File: config.mk
export PLATFORM = sky130hd
export DESIGN_NAME = c17_stim_resp
export DESIGN_NICKNAME = d
export VERILOG_FILES = /design/src/rtl/c17_bist_pkg.sv /design/src/rtl/c17_misr.sv /design/src/rtl/c17_stim_resp.sv
export SDC_FILE = /design/constraint.sdc
export NUM_CORES = 1
export LEC_CHECK = 0
export ABC_CLOCK_PERIOD_IN_PS = 4300
export BUFFER_PORTS_ARGS = -buffer_cell sky130_fd_sc_hd__buf_4
export CAP_MARGIN = 20
export CORE_ASPECT_RATIO = 0.5
export CORE_MARGIN = 5
export CORE_UTILIZATION = 45
export CTS_CLUSTER_DIAMETER = 120
export DETAILED_ROUTE_END_ITERATION = 10
export GPL_ROUTABILITY_DRIVEN = 0
export MAX_ROUTING_LAYER = met4
export PLACE_DENSITY = 0.6
export SYNTH_ARGS = -nofsm -noshare
export SYNTH_HDL_FRONTEND = slang
export SYNTH_HIERARCHICAL = 1
export SYNTH_SLANG_ARGS = --single-unit
File: constraint.sdc
create_clock -name CLK -period 4.3 [get_ports CLK]
set_input_delay 0.43 -clock CLK [delete_from_list [all_inputs] [get_ports CLK]]
set_output_delay 0.43 -clock CLK [all_outputs]
set_load 0.005 [all_outputs]
File: src/rtl/c17_bist_pkg.sv
// Shared types and constants for the c17 stimulus/response block: FSM states,
// LFSR polynomial, MISR polynomial, "no failure" index and DUT pipeline depth.
package c17_bist_pkg;

  typedef enum logic [1:0] {
    ST_IDLE  = 2'd0,
    ST_RUN   = 2'd1,
    ST_DRAIN = 2'd2,
    ST_DONE  = 2'd3
  } state_e;

  // Fibonacci LFSR x^5 + x^3 + 1, shifting left: feedback = l[4] ^ l[2]
  localparam int unsigned LFSR_W    = 5;
  localparam logic [4:0]  LFSR_TAPS = 5'b10100;

  // MISR polynomial (CRC-16-CCITT form) and its width
  localparam int unsigned MISR_W    = 16;
  localparam logic [15:0] MISR_POLY = 16'h1021;

  // FIRST_FAIL_IDX value meaning "no mismatch seen yet"
  localparam logic [15:0] IDX_NONE  = 16'hFFFF;

  // Cycles from STIM to registered c17 outputs
  localparam int unsigned DUT_LAT   = 2;

  // One LFSR step: shift left, feed the tap parity into bit 0
  function automatic logic [LFSR_W-1:0] lfsr_next(input logic [LFSR_W-1:0] l);
    return {l[LFSR_W-2:0], ^(l & LFSR_TAPS)};
  endfunction

endpackage

File: src/rtl/c17_misr.sv
// 16-bit multiple-input signature register compacting the 2-bit c17 response.
// Clear has priority over enable so a new run always starts from zero.
module c17_misr
  import c17_bist_pkg::*;
(
  input  logic              clk_i,
  input  logic              rst_i,
  input  logic              clr_i,
  input  logic              en_i,
  input  logic [1:0]        data_i,
  output logic [MISR_W-1:0] sig_o
);

  logic [MISR_W-1:0] sig_q;
  logic [MISR_W-1:0] sig_d;

  function automatic logic [MISR_W-1:0] misr_step(input logic [MISR_W-1:0] s,
                                                  input logic [1:0]        d);
    return {s[MISR_W-2:0], 1'b0}
         ^ (s[MISR_W-1] ? MISR_POLY : '0)
         ^ {{(MISR_W-2){1'b0}}, d};
  endfunction

  // Next signature: clear, fold in one response, or hold
  always_comb begin
    sig_d = sig_q;
    if (clr_i) begin
      sig_d = '0;
    end else if (en_i) begin
      sig_d = misr_step(sig_q, data_i);
    end
  end

  // Signature register
  always_ff @(posedge clk_i or posedge rst_i) begin
    if (rst_i) begin
      sig_q <= '0;
    end else begin
      sig_q <= sig_d;
    end
  end

  assign sig_o = sig_q;

endmodule

File: src/rtl/c17_stim_resp.sv
// Stimulus generator / response checker for a golden and a fault-injected
// registered c17. Issues one LFSR pattern per RUN cycle, realigns the DUT
// responses through a valid/index pipe matching the DUT latency, counts
// mismatches, records the first failing index and compacts FAULT_Q in a MISR.
module c17_stim_resp
  import c17_bist_pkg::*;
#(
  parameter int unsigned N_PATTERNS = 31,
  parameter logic [4:0]  LFSR_SEED  = 5'b00001
) (
  input  logic        CLK,
  input  logic        RST,
  input  logic        START,
  output logic [4:0]  STIM,
  input  logic [1:0]  GOLD_Q,
  input  logic [1:0]  FAULT_Q,
  output logic        BUSY,
  output logic        DONE,
  output logic [15:0] MISMATCH_CNT,
  output logic [15:0] FIRST_FAIL_IDX,
  output logic [15:0] SIG
);

  // An all-zero seed would lock the LFSR, so it is replaced
  localparam logic [4:0]  SEED_EFF  = (LFSR_SEED == 5'b00000) ? 5'b00001 : LFSR_SEED;
  localparam logic [15:0] LAST_IDX  = 16'(N_PATTERNS - 1);
  localparam logic [1:0]  DRAIN_END = 2'(DUT_LAT - 1);

  state_e      state_q, state_d;
  logic [4:0]  lfsr_q, lfsr_d;
  logic [15:0] pat_q, pat_d;
  logic [1:0]  drain_q, drain_d;
  logic [4:0]  stim_q, stim_d;
  logic        busy_q, busy_d;
  logic        done_q, done_d;
  logic [15:0] mm_cnt_q, mm_cnt_d;
  logic [15:0] ffi_q, ffi_d;

  // Valid/index pipe, one stage per cycle of DUT latency
  logic        vld_p0_q, vld_p1_q;
  logic [15:0] idx_p0_q, idx_p1_q;

  logic        start_acc;
  logic        mismatch;

  assign start_acc = START && ((state_q == ST_IDLE) || (state_q == ST_DONE));
  assign mismatch  = (GOLD_Q != FAULT_Q);

  // FSM next state, LFSR and pattern counter; registered outputs decoded from next state
  always_comb begin
    state_d = state_q;
    lfsr_d  = lfsr_q;
    pat_d   = pat_q;
    drain_d = drain_q;
    case (state_q)
      ST_IDLE, ST_DONE: begin
        if (START) begin
          state_d = ST_RUN;
          lfsr_d  = SEED_EFF;
          pat_d   = '0;
        end
      end
      ST_RUN: begin
        if (pat_q == LAST_IDX) begin
          state_d = ST_DRAIN;
          drain_d = '0;
        end else begin
          lfsr_d = lfsr_next(lfsr_q);
          pat_d  = pat_q + 16'd1;
        end
      end
      ST_DRAIN: begin
        if (drain_q == DRAIN_END) begin
          state_d = ST_DONE;
        end else begin
          drain_d = drain_q + 2'd1;
        end
      end
      default: state_d = ST_IDLE;
    endcase
    stim_d = (state_d == ST_RUN) ? lfsr_d : 5'b00000;
    busy_d = (state_d == ST_RUN) || (state_d == ST_DRAIN);
    done_d = (state_d == ST_DONE);
  end

  // Mismatch counter (saturating) and first-failure capture on valid compare cycles
  always_comb begin
    mm_cnt_d = mm_cnt_q;
    ffi_d    = ffi_q;
    if (start_acc) begin
      mm_cnt_d = '0;
      ffi_d    = IDX_NONE;
    end else if (vld_p1_q && mismatch) begin
      if (mm_cnt_q != 16'hFFFF) begin
        mm_cnt_d = mm_cnt_q + 16'd1;
      end
      if (ffi_q == IDX_NONE) begin
        ffi_d = idx_p1_q;
      end
    end
  end

  // Control and result registers
  always_ff @(posedge CLK or posedge RST) begin
    if (RST) begin
      state_q  <= ST_IDLE;
      lfsr_q   <= SEED_EFF;
      pat_q    <= '0;
      drain_q  <= '0;
      stim_q   <= '0;
      busy_q   <= 1'b0;
      done_q   <= 1'b0;
      mm_cnt_q <= '0;
      ffi_q    <= IDX_NONE;
      vld_p0_q <= 1'b0;
      vld_p1_q <= 1'b0;
    end else begin
      state_q  <= state_d;
      lfsr_q   <= lfsr_d;
      pat_q    <= pat_d;
      drain_q  <= drain_d;
      stim_q   <= stim_d;
      busy_q   <= busy_d;
      done_q   <= done_d;
      mm_cnt_q <= mm_cnt_d;
      ffi_q    <= ffi_d;
      // p0: pattern presented this cycle; p1: its response is on the DUT outputs
      vld_p0_q <= start_acc ? 1'b0 : (state_q == ST_RUN);
      vld_p1_q <= start_acc ? 1'b0 : vld_p0_q;
    end
  end

  // Pattern index travelling alongside the valid bits (qualified by them)
  always_ff @(posedge CLK) begin
    idx_p0_q <= pat_q;
    idx_p1_q <= idx_p0_q;
  end

  c17_misr u_misr (
    .clk_i  (CLK),
    .rst_i  (RST),
    .clr_i  (start_acc),
    .en_i   (vld_p1_q),
    .data_i (FAULT_Q),
    .sig_o  (SIG)
  );

  assign STIM           = stim_q;
  assign BUSY           = busy_q;
  assign DONE           = done_q;
  assign MISMATCH_CNT   = mm_cnt_q;
  assign FIRST_FAIL_IDX = ffi_q;

endmodule

Word level (Yosys, flattened, before mapping):

Cells that the tools add are included.

* bits of input ports: 7
* register bits: 114
* logic and storage cells: 76

* equal/unequal tests: 15
* $add $sub $neg: 3
* mux-type cells: 25
* bitwise operators: 2
* reduce and logical (&&, ||, !) cells: 17

Operator list (count)
* $mux 16: 10
* $add 16x1->16 const B: 2
* $pmux 16 s2: 1
* $eq 16x16->1 const B: 1
* $eq 16x5->1 const B: 1
* $ne 16x16->1 const B: 1
* $xor 16x16->16: 1
* $xor 16x2->16: 1
* $mux 5: 3
* $mux 13: 1
* $reduce_bool 2->1: 6
* $mux 2: 5
* $pmux 5 s2: 1
* $eq 2x2->1 const B: 4
* $ne 2x2->1 const B: 4
* $eq 2x1->1 const B: 3
* $pmux 2 s3: 1
* $reduce_and 3->1: 2
* $reduce_xor 5->1: 1
* $pmux 2 s2: 1
* $reduce_and 2->1: 2
* $add 2x1->2 const B: 1
* $logic_and 1x1->1: 2
* $logic_not 2->1: 1
* 4 further kinds: 6

Logic depth before layout (Yosys ltp):

Gate-level depths: netlist of the first run.

* depth in word-level cells: 5
* mapped depth: 12

Modules after synthesis:

Netlist of the first run, hierarchy kept.

Modules (own cells, without submodules)
* c17_stim_resp: cells an instance 394, area each 4267.8 µm², instances 1
* c17_misr: cells an instance 57, area each 689.4 µm², instances 1

Worst setup path after synthesis of the first run:

Ideal clock, no wire load.

* kind: reg-to-reg
* start point: reg pat_q[5]
* end point: reg stim_q[1], in the netlist STIM[1]
* buffers on the path: 2
* slack: 1.683 ns
* arrival time: 2.496 ns
* data required time: 4.179 ns
* setup time: 0.121 ns
* cell stages (with the launch flop): 10
* period minus slack after synthesis: 2.617 ns
* path through: dfrtp_1 > or4b_4 > or4_4 > buf_6 > a21oi_1 > o21ai_0 > ha_1 > clkbuf_1 > and2_1 > o2bb2ai_1

* longest elaborated chain between the ends: 5

RTL lines
* start, declared: RTL line c17_stim_resp.sv:31 `logic [15:0] pat_q, pat_d;`
* start signal, assigned: RTL line c17_stim_resp.sv:120 `pat_q <= pat_d;`
* $eq 16x5->1 (*): RTL line c17_stim_resp.sv:64 `if (pat_q == LAST_IDX) begin`
* $mux 2: RTL line c17_stim_resp.sv:64
* $pmux 2 s3: RTL line c17_stim_resp.sv:55 `case (state_q)`
* $eq 2x1->1: RTL line c17_stim_resp.sv:81 `stim_d = (state_d == ST_RUN) ? lfsr_d : 5'b00000;`
* $mux 5 (*): RTL line c17_stim_resp.sv:81
* net stim_d[1]: RTL line c17_stim_resp.sv:33 `logic [4:0] stim_q, stim_d;`
* end signal, assigned: RTL line c17_stim_resp.sv:122 `stim_q <= stim_d;`
* end, declared: RTL line c17_stim_resp.sv:33

The timed path passes the listed nets; every way through them passes the cells marked *.
A chain may end at the register's enable or synchronous reset.

Worst setup path after layout of the first run:

Same ends and word-level chain as after synthesis.

==> results by group, run 1 <==
Route
  • Number of nets with antenna violations after detailed routing: 0
  • Amount of wire on met2 after detailed routing: between 4000 and 5000 um
  • M1 WL: between 5000 and 6000 um
  • Post-detailed-route DRC marker count: 0
  • DR iter-0 viols: 195
  • Average via count per standard cell: 5.39
  • Average routed wire per standard cell: approximately 16 um
  • First-pass iteration count of the detailed router: 5
  • Via Count: around 3600
  • Highest layer used for signal routing: met4
  • Met3 Routed Length: about 500 um
  • Final Routed Wirelength: 10700 um

Critical path
  • Data arrival time of the critical path: 2990 ps
  • Critical Path Max Stage Delay: 630 ps
  • Number of cells on the worst reg-to-reg path: 7
  • Register-to-register setup slack: 1600 ps
  • RR Startpoint: pat_q[5]
  • Required arrival time at the worst endpoint: 4580 ps
  • Reg-to-reg critical path endpoint: STIM[1]
  • Startpoint type of the worst setup path: flip-flop
  • Class of the most critical setup path: flip-flop to flip-flop
  • Kind of end point of the critical path: flip-flop
  • CP max-delay cell: or4_4
  • Series of cell instances along the critical path: or4b_4 > or4_4 > a21oi_1 > o21ai_0 > ha_1 > and2_1 > o2bb2ai_1
  • Largest fanout on the critical path: 11

Timing
  • Final clock period utilization by the worst path: 0.629
  • Pins Over Slew Limit: 0
  • Final number of setup-violating endpoints: 0
  • Final clock skew: 17.3 ps
  • Clock period minus worst slack: 2700 ps
  • Total count of hold-check failures in the final report: 0
  • Slew of the pin with the lowest slew margin: about 830 ps
  • RSZ-0062 raised after global routing: no
  • Worst slew margin relative to its limit: 0.443
  • F_max: 0.370 GHz
  • Fin Setup TNS: 0 ps

CTS
  • Post-cts resize count: 0
  • Buffer levels on the longest clock path: 2
  • Clk Latency, worst-skew pair: 410 ps
  • CTS sink count: between 100 and 150
  • H-tree levels: 4
  • Number of hold buffers added after cts: 0
  • Root buffer cell: clkbuf_16
  • Clock-pin slew of the registers on the worst-case setup and hold paths: 50 ps
  • Total CTS buffers: 17
  • Clock tree from TritonCTS: built
  • Buffers inserted by post-CTS timing repair: 0

GRT
  • Initial antenna violation count: 0
  • Total congestion overflow after global routing: 0
  • Global-route wire length before repair: 17800 um
  • Global-route total usage across every layer: 0.174
  • Pin count of the biggest net entering global routing: 39
  • Number of global-route vias before repair: about 3400

Cells and area
  • Fraction of final layout cells with drive strength greater than 1: 0.245
  • Synth-to-layout area growth: 23.7%
  • Final Instance Count excl. Fillers: 676
  • Fill count: roughly 950
  • Total inserted antenna cells: 0
  • Final nets: 534

Logic synthesis
  • Unique masters post-synth: 57
  • Register area share after synthesis: 0.547
  • Post-synth EDFFs: 0
  • Cells after synthesis: 451
  • Dominant cells by area after synthesis: dfrtp_1 33%, dfxtp_1 13%, dfstp_2 9.0%
  • Portion of synthesized cell area occupied by the leading cell type: 0.328
  • Mean post-synth cell area: between 10 and 15 um2
  • Syn Nets: 467
  • Synthesis-stage register bit count: 114
  • Total number of yosys warnings: 6
  • Cell Area, Synth: 0.00496 mm2
  • Synth async-reset ratio: 0.719
  • Dominant register cell in the synthesized netlist: dfrtp_1
  • Post-synthesis cell type with the largest combined area: dfrtp_1

Floorplan
  • I/O pins: 62
  • Area of the die: 0.0133 mm2
  • Die width: 158 um
  • Cell row count: 27
  • Die Span Y: roughly 84 um
  • Initial standard-cell utilization of the core: 0.456
  • Core Box Area: 0.0109 mm2

Pwr
  • Net switching power: 1210 uW
  • Maximum vdd drop: around 0.31 mV
  • Clock power frac: 0.348
  • Power per standard cell area: around 600 mW/mm2
  • Combinational power share: 0.266
  • Net Sw Frac: 0.320
  • Design internal power: 2570 uW
  • Sequential share of power: 0.386
  • Leakage power of the design: 0.00268 uW

Run
  • Max-cap violation count: 0

Outcome
  • Outcome: complete, no violations

Placed design
  • Number of placed cells counting well taps: 644
  • I/O Buffers: 61
  • Dpl hpwl: between 7000 and 8000 um

Min path
  • Class of the tightest hold or removal check: input port to asynchronous set/reset pin
## layout make-up
class	instances	area, um2	area share
Tap cell	145	181	0.0296
Multi-Input combinational cell	302	2100	0.342
Inverter	14	52.6	0.00857
Timing Repair Buffer	69	518	0.0845
Clock inverter	11	75.1	0.0122
Clock buffer	21	493	0.0804
Sequential cell	114	2710	0.442
## power by group through the flow
stage	Combinational [uW]	Clock (uW)	Sequential (uW)
after floorplan	659	0	1450
after global placement	995	0	1470
after detailed placement	1010	0	1480
after CTS	1020	1340	1460
after global routing	1120	1390	1490
final	1010	1320	1460
## stage by stage
step           instance area, um2  hold WS, ps  power [uW]  utilization  setup slack, ps
2_1_floorplan                4960          310        2100            -             1680
3_3_place_gp                 5570          312        2470        0.512             1670
3_5_place_dp                 5570          312        2490        0.512             1600
4_1_cts                      6130          113        3820        0.564             1590
5_1_grt                      6130          160        4010        0.564             1460
6_report                     6130          104        3780        0.564             1600
## routing by layer
metal  vias to the layer above  track usage
li1                       1783            -
met1                      1784        0.252
met2                        67        0.235
met3                         8       0.0458
met4                         0       0.0557
met5                         -            -
## critical path: cells and delay by family (launching register included)
| family | cells | cell delay, ps |
|---|---|---|
| flip-flops | 1 | 430 |
| adder cells (fa/ha/maj) | 1 | 310 |
| AO/OA/AOI/OAI | 3 | 460 |
| AND/OR/NAND/NOR | 3 | 1390 |
## cells in the mapped netlist (3+ instances only)
library cell	number
mux2i_1	28
or3_1	4
dfstp_2	17
and3_1	3
nand2b_1	17
nand3_1	14
a211oi_1	10
o311ai_0	5
nand4_1	13
a22o_1	4
xor2_1	5
ha_1	9
and2_1	4
a21o_1	16
dfxtp_1	32
o21ai_0	9
and4_1	5
or4_1	6
nor2_1	24
o41ai_1	3
nor2b_1	4
nand2_1	38
dfrtp_1	65
a211oi_2	3
xnor2_1	5
clkbuf_1	13
inv_1	14
a21oi_1	15
nand3b_1	17
o31ai_1	5
o2bb2ai_1	3
## registers in the layout (all words and copies together), names as in the netlist, 2 cells and up
name            flops
FIRST_FAIL_IDX     16
MISMATCH_CNT       16
idx_p0_q           16
idx_p1_q           16
pat_q              16
u_misr/sig_o       16
STIM                5
lfsr_q              5
drain_q             2
state_q             2
## cell usage in the layout (no fill, tap or decap), types with 6 or more instances in the layout
cell type / netlist / routed
nand4_1: 13 / 13
dfstp_2: 17 / 17
a21o_1: 16 / 16
nand3b_1: 17 / 17
a21oi_1: 15 / 15
buf_4: 2 / 69
mux2i_1: 28 / 28
ha_1: 9 / 9
dfxtp_1: 32 / 32
o21ai_0: 9 / 9
nand2_1: 38 / 38
a211oi_1: 10 / 10
or4_1: 6 / 6
clkbuf_16: 0 / 19
nand3_1: 14 / 14
inv_1: 14 / 13
nor2_1: 24 / 24
dfrtp_1: 65 / 65
nand2b_1: 17 / 17
## worst max-delay path by stage
| stage | startpoint | end | slack [ps] | cells past startpoint |
|---|---|---|---|---|
| 3_3_place_gp | pat_q[5] | STIM[1] | 1670 | 7 |
| 3_5_place_dp | pat_q[5] | STIM[1] | 1600 | 7 |
| 5_1_grt | pat_q[5] | STIM[1] | 1460 | 7 |
| 4_1_cts | pat_q[5] | STIM[1] | 1590 | 7 |
| 6_report | pat_q[5] | STIM[1] | 1600 | 7 |
| 2_1_floorplan | pat_q[5] | STIM[1] | 1680 | 9 |
## logic make-up after synthesis
group                    after synthesis  synth area share
AND/OR/NAND/NOR                      160             0.179
AO/OA/AOI/OAI                         91             0.136
XOR/XNOR                              10            0.0177
flip-flops                           114             0.547
multiplexers                          32            0.0671
adder cells (fa/ha/maj)                9            0.0227
buffers and inverters                 35            0.0303
Power figures use the tool's default switching activity.
==> run 2, diff against run 1 <==
- ABC_CLOCK_PERIOD_IN_PS: 4300 -> 2700
- clock period: 4.3 -> 2.7 ns (I/O delays scaled with it)
==> run 2 against run 1 <==
  * Critical path depth did not move
  * Fmax rose by 6.8%
  * Largest power group unchanged
  * Global-route usage barely moved
==> results by group, run 2 (same netlist as run 1, synthesis figures left out) <==
Outcome
  • Outcome: complete, no violations

Placed design
  • Post-Place Worst Slack: 86.6 ps (-1520 ps)
  • I/O Buffers: 61 (unchanged)
  • Dpl hpwl: 7330 um (+2.2%)

Route
  • Average routed wire per standard cell: 15.8 um (-0.44%)
  • Final Routed Wirelength: 10800 um (+0.15%)
  • DR iter-0 viols: 187 (-4.1%)
  • Average via count per standard cell: 5.30 (-1.5%)
  • First-pass iteration count of the detailed router: 5 (unchanged)
  • Post-detailed-route DRC marker count: 0 (unchanged)
  • Number of nets with antenna violations after detailed routing: 0 (unchanged)
  • Via Count: 3607 (-0.96%)

CTS
  • Clock-pin slew of the registers on the worst-case setup and hold paths: 60 ps (about the same)
  • CTS sink count: 114 (unchanged)
  • Total CTS buffers: 17 (unchanged)
  • Buffers inserted by post-CTS timing repair: 0 (unchanged)
  • Clock tree from TritonCTS: built
  • H-tree levels: 4 (unchanged)
  • Root buffer cell: clkbuf_16
  • Buffer levels on the longest clock path: 2 (unchanged)
  • Clk Latency, worst-skew pair: 400 ps (about the same)

Timing
  • Clock period minus worst slack: 2530 ps (-172 ps)
  • Slew of the pin with the lowest slew margin: 606 ps (-229 ps)
  • RSZ-0062 raised after global routing: no
  • Worst slew margin relative to its limit: 0.586 (+0.143)
  • Final setup slack of the worst path: 169 ps (-1430 ps)
  • F_max: 0.395 GHz (+6.8%)
  • Final clock skew: 10.2 ps (-7.07 ps)
  • Final number of setup-violating endpoints: 0 (unchanged)
  • Total count of hold-check failures in the final report: 0 (unchanged)
  • Final clock period utilization by the worst path: 0.937 (+0.309)
  • Fin Setup TNS: 0 ps (unchanged)
  • Pins Over Slew Limit: 0 (unchanged)

GRT
  • Global-route total usage across every layer: 0.174 (+0.000489)
  • Pin count of the biggest net entering global routing: 38 (-2.6%)
  • Number of global-route vias before repair: 3447 (+0.91%)
  • Total congestion overflow after global routing: 0 (unchanged)
  • Global-route wire length before repair: 18000 um (+1.1%)
  • Initial antenna violation count: 0 (unchanged)

Min path
  • Class of the tightest hold or removal check: input port to flip-flop
  • Hold path startpoint: FAULT_Q[1]

Cells and area
  • Highest-count cells in the layout ignoring fill and taps: 72 x buf_4, 65 x dfrtp_1, 38 x nand2_1, 32 x dfxtp_1, 28 x mux2i_1
  • Final nets: 538 (+0.75%)
  • Fraction of final layout cells with drive strength greater than 1: 0.245 (about the same)
  • Synth-to-layout area growth: 24.6%
  • Commonest non-fill, non-tap cell in the layout: buf_4
  • Total inserted antenna cells: 0 (unchanged)

Critical path
  • Largest delay share family, worst path: simple AND/OR/NAND/NOR gates
  • Required arrival time at the worst endpoint: 2980 ps (-1600 ps)
  • Crit. Startpoint: pat_q[6]
  • Data arrival time of the critical path: 2810 ps (-180 ps)
  • Class of the most critical setup path: flip-flop to flip-flop
  • RR Startpoint: pat_q[6]
  • Largest fanout on the critical path: 8 (-3)
  • Critical Path Max Stage Delay: 580 ps (-50 ps)
  • CP max-delay cell: or4_4
  • Startpoint type of the worst setup path: flip-flop
  • Kind of end point of the critical path: flip-flop
  • Series of cell instances along the critical path: or4b_4 > or4_4 > a21oi_1 > o21ai_0 > ha_2 > and2_1 > o2bb2ai_1
  • Worst path bufs/invs: 0 (unchanged)

Floorplan
  • Die Span Y: 84.2 um (unchanged)
  • Core Box Area: 0.0109 mm2 (unchanged)
  • Area of the die: 0.0133 mm2 (unchanged)
  • Cell row count: 27 (unchanged)
  • I/O pins: 62 (unchanged)
  • Die width: 158 um (unchanged)
  • Initial standard-cell utilization of the core: 0.456 (unchanged)

Pwr
  • Power per standard cell area: 987 mW/mm2 (+60%)
  • Leakage power of the design: 0.00269 uW (+0.26%)
  • Maximum vdd drop: 0.518 mV (+66%)

Run
  • Max-cap violation count: 0 (unchanged)
## run 2: changes by cell type in the layout (fill, tap and decap cells not counted), sizes merged
cell,before,now
buf,69,72
bufinv,0,2
clkbuf,21,23
clkinv,7,3
clkinvlp,1,3
dlygate4sd3,0,1
inv,17,15
## run 2: repair_timing
action	4_1_cts	5_1_grt
endpoints found under the setup margin	0	2
gates resized for setup	0	1
hold endpoints to repair	33	0
hold buffers	1	0
## run 2: cell type report
cell class / count / area, um2
fill: 951 / 4700
sequential: 114 / 2710
multi-input combinational: 302 / 2100
timing repair buffer: 73 / 551
clock buffer: 23 / 468
tap: 145 / 181
clock inverter: 9 / 108
inverter: 14 / 52.6
## run 2: path summary, 6_finish.rpt
path,depth (start not counted),end,slack (ps)
min,3,u_misr/sig_o[1],200
min in group asynchronous,3,MISMATCH_CNT[14],470
max in group asynchronous,4,FIRST_FAIL_IDX[3],1460
max,7,STIM[1],170
min reg2reg,0,idx_p1_q[1],320
max reg2reg,7,STIM[1],170
## run 2: metal layers
layer  wire length, um  vias up  global-route usage
li1                  -     1787                   -
met1              5490     1745               0.252
met2              4620       68               0.242
met3               552        7              0.0427
met4                89        0              0.0488
met5                 0        -                   -
## run 2: tightest hold or removal path: stages
cell      delay (ps)
buf_4            100
xnor2_1          110
a211oi_1          70
## run 2: where the power goes
group          leakage [uW]  switching (uW)  internal, uW
Clock              0.000274             763          1400
Combinational       0.00110             862           740
Sequential          0.00132             267          2060
## run 2: per-stage QoR
stage                     hold WS (ps)  instance area [um2]  power [uW]  std cells   util
after detailed placement           312                 5590        3960        647  0.514
final                              196                 6180        6100        680  0.568
after global routing               189                 6180        6460        680  0.568
after floorplan                    184                 4960        3350        451      -
after CTS                          179                 6170        6150        680  0.568
after global placement             311                 5590        3930        647  0.514
==> run 3, diff against run 2 <==
- ABC_CLOCK_PERIOD_IN_PS: 2700 -> 2000
- GPL_ROUTABILITY_DRIVEN: 0 -> default
- PLACE_DENSITY: 0.6 -> 0.63
- clock period: 2.7 -> 2 ns (I/O delays scaled with it)
==> run 3 against run 2 <==
  * The run now ends with negative setup slack left
  * Clock power rose by 37%
  * Final cell count rose by 6.0%
  * Setup slack got worse by 510 ps
  * Count of clock-buffer cells in the layout rose by 1
  * Critical path depth did not move
  * Via count rose by 6.2%
  * Die area did not move
  * Fmax rose by 8.2%
  * Power rose by 42%
  * Clock skew fell by 2.8 ps
  * Largest power group unchanged
==> results by group, run 3 (same netlist as run 1, synthesis figures left out) <==
GRT
  • Initial antenna violation count: 0 (unchanged)
  • Most utilized layer in the global route result: met2
  • Number of global-route vias before repair: 3704 (+7.5%)
  • M1 GR Usage: 0.247 (-0.00575)
  • GR Util met3: 0.0422 (-0.000515)
  • Met2 GRT Util: 0.258 (+0.0154)
  • Total congestion overflow after global routing: 0 (unchanged)
  • Global-route wire length before repair: 18500 um (+2.6%)
  • Pin count of the biggest net entering global routing: 67 (+76%)
  • Global-route total usage across every layer: 0.179 (+0.00470)

Floorplan
  • Area of the die: 0.0133 mm2 (unchanged)
  • Core Box Area: 0.0109 mm2 (unchanged)
  • I/O pins: 62 (unchanged)
  • Cell row count: 27 (unchanged)
  • Die Span Y: 84.2 um (unchanged)
  • Initial standard-cell utilization of the core: 0.456 (unchanged)
  • Die width: 158 um (unchanged)

Route
  • First-pass iteration count of the detailed router: 4 (-1)
  • Number of nets with antenna violations after detailed routing: 0 (unchanged)
  • DR iter-0 viols: 261 (+40%)
  • Final Routed Wirelength: 11000 um (+2.1%)
  • Average via count per standard cell: 5.31 (+0.17%)
  • Post-detailed-route DRC marker count: 0 (unchanged)
  • Via Count: 3831 (+6.2%)
  • Average routed wire per standard cell: 15.2 um (-3.7%)

Critical path
  • Class of the most critical setup path: flip-flop to flip-flop
  • Required arrival time at the worst endpoint: 2280 ps (-700 ps)
  • Kind of end point of the critical path: flip-flop
  • Data arrival time of the critical path: 2620 ps (-190 ps)
  • Startpoint type of the worst setup path: flip-flop
  • Largest fanout on the critical path: 8 (unchanged)

Pwr
  • Power per standard cell area: 1300 mW/mm2 (+32%)
  • Leakage power of the design: 0.00295 uW (+9.5%)
  • Maximum vdd drop: 0.582 mV (+12%)
  • Overall power consumption: 8640 uW (+42%)

Placed design
  • Dpl hpwl: 7320 um (about the same)
  • Number of placed cells counting well taps: 686 (+6.0%)
  • Routability Congestion: 0.796
  • I/O Buffers: 61 (unchanged)

Timing
  • Worst slew margin relative to its limit: 0.599 (+0.0129)
  • Final number of setup-violating endpoints: 16 (+16)
  • Final clock period utilization by the worst path: 1.17 (+0.232)
  • Clock period minus worst slack: 2340 ps (-192 ps)
  • Final clock skew: 7.40 ps (-2.81 ps)
  • Total count of hold-check failures in the final report: 0 (unchanged)
  • Slew of the pin with the lowest slew margin: 601 ps (-4.35 ps)
  • Pins Over Slew Limit: 0 (unchanged)
  • Final setup slack of the worst path: -338 ps (-508 ps)
  • F_max: 0.428 GHz (+8.2%)
  • RSZ-0062 raised after global routing: yes

CTS
  • Total CTS buffers: 17 (unchanged)
  • Clock tree from TritonCTS: built
  • Root buffer cell: clkbuf_16
  • Clk Latency, worst-skew pair: 410 ps (about the same)
  • H-tree levels: 4 (unchanged)
  • CTS sink count: 114 (unchanged)
  • Buffer levels on the longest clock path: 2 (unchanged)
  • Clock-pin slew of the registers on the worst-case setup and hold paths: 50 ps (about the same)

Min path
  • Class of the tightest hold or removal check: input port to flip-flop

Cells and area
  • Share of the core filled with cells in the final layout: 0.611 (+0.0431)
  • Fraction of final layout cells with drive strength greater than 1: 0.330 (+0.0850)
  • Total inserted antenna cells: 0 (unchanged)
  • Commonest non-fill, non-tap cell in the layout: buf_4
  • Synth-to-layout area growth: 34.0%
  • Final nets: 579 (+7.6%)
  • Highest-count cells in the layout ignoring fill and taps: 109 x buf_4, 65 x dfrtp_1, 36 x nand2_1, 32 x dfxtp_1, 28 x mux2i_1
  • Final Instance Count excl. Fillers: 721 (+6.0%)

Outcome
  • Violated checks: negative setup slack
  • Outcome: complete, but fails checks

Run
  • Max-cap violation count: 0 (unchanged)
[run 3: cell count changes in the layout (fill, tap and decap cells not counted), sizes merged]
cell | previous run | this run
clkinvlp | 3 | 1
bufinv | 2 | 1
clkinv | 3 | 6
buf | 72 | 112
clkbuf | 23 | 25
inv | 15 | 14
[run 3: where the power goes]
| part | switching, uW | internal [uW] |
|---|---|---|
| logic | 1330 | 1260 |
| registers | 285 | 2780 |
| clock network | 1030 | 1950 |
[run 3: worst max-delay path, stage by stage, from the launching register on]
cell       delay [ps]
dfrtp_1           370
or4_4             540
or4_4             580
a21oi_4           160
o21ai_2            90
ha_4              210
and2_4            150
o2bb2ai_2         110
[run 3: metrics by stage]
step | instance area [um2] | setup TNS [ps] | hold WS [ps] | setup WS, ps
3_3_place_gp | 5920 | -3000 | 310 | -370
5_1_grt | 6650 | -4600 | 107 | -429
2_1_floorplan | 4990 | -2850 | 114 | -488
3_5_place_dp | 5920 | -3340 | 312 | -423
4_1_cts | 6570 | -3410 | 95.0 | -372
6_report | 6650 | -3120 | 111 | -338
[run 3: final timing paths]
kind,startpoint,to,slack [ps],cells past startpoint
worst max-delay path,pat_q[14],STIM[3],-340,7
worst max register to register,pat_q[14],STIM[3],-340,7
min in group asynchronous,RST,u_misr/sig_o[13],440,3
worst min-delay path,FAULT_Q[1],u_misr/sig_o[1],110,3
worst min register to register,idx_p0_q[10],idx_p1_q[10],320,0
max in group asynchronous,RST,u_misr/sig_o[7],1170,3
[run 3: repair_timing]
action                     in CTS  in global routing
hold buffers                    1                  0
hold endpoints to repair       65                  0
pin swaps                       7                  3
buffers inserted                2                  0
gates resized for setup         6                 17
setup endpoints to repair      20                 27
[run 3: layer usage]
metal,up-vias,part of all wire
li1,1869,-
met1,1870,0.49
met2,76,0.46
met3,16,0.044
met4,0,0.013
met5,-,0
[run 3: layout make-up]
type	instances	area, um2
Timing Repair Buffer	114	893
Clock inverter	8	71.3
Multi-Input combinational cell	302	2210
Clock buffer	24	526
Fill cell	920	4230
Sequential cell	114	2710
Tap cell	145	181
Inverter	14	52.6
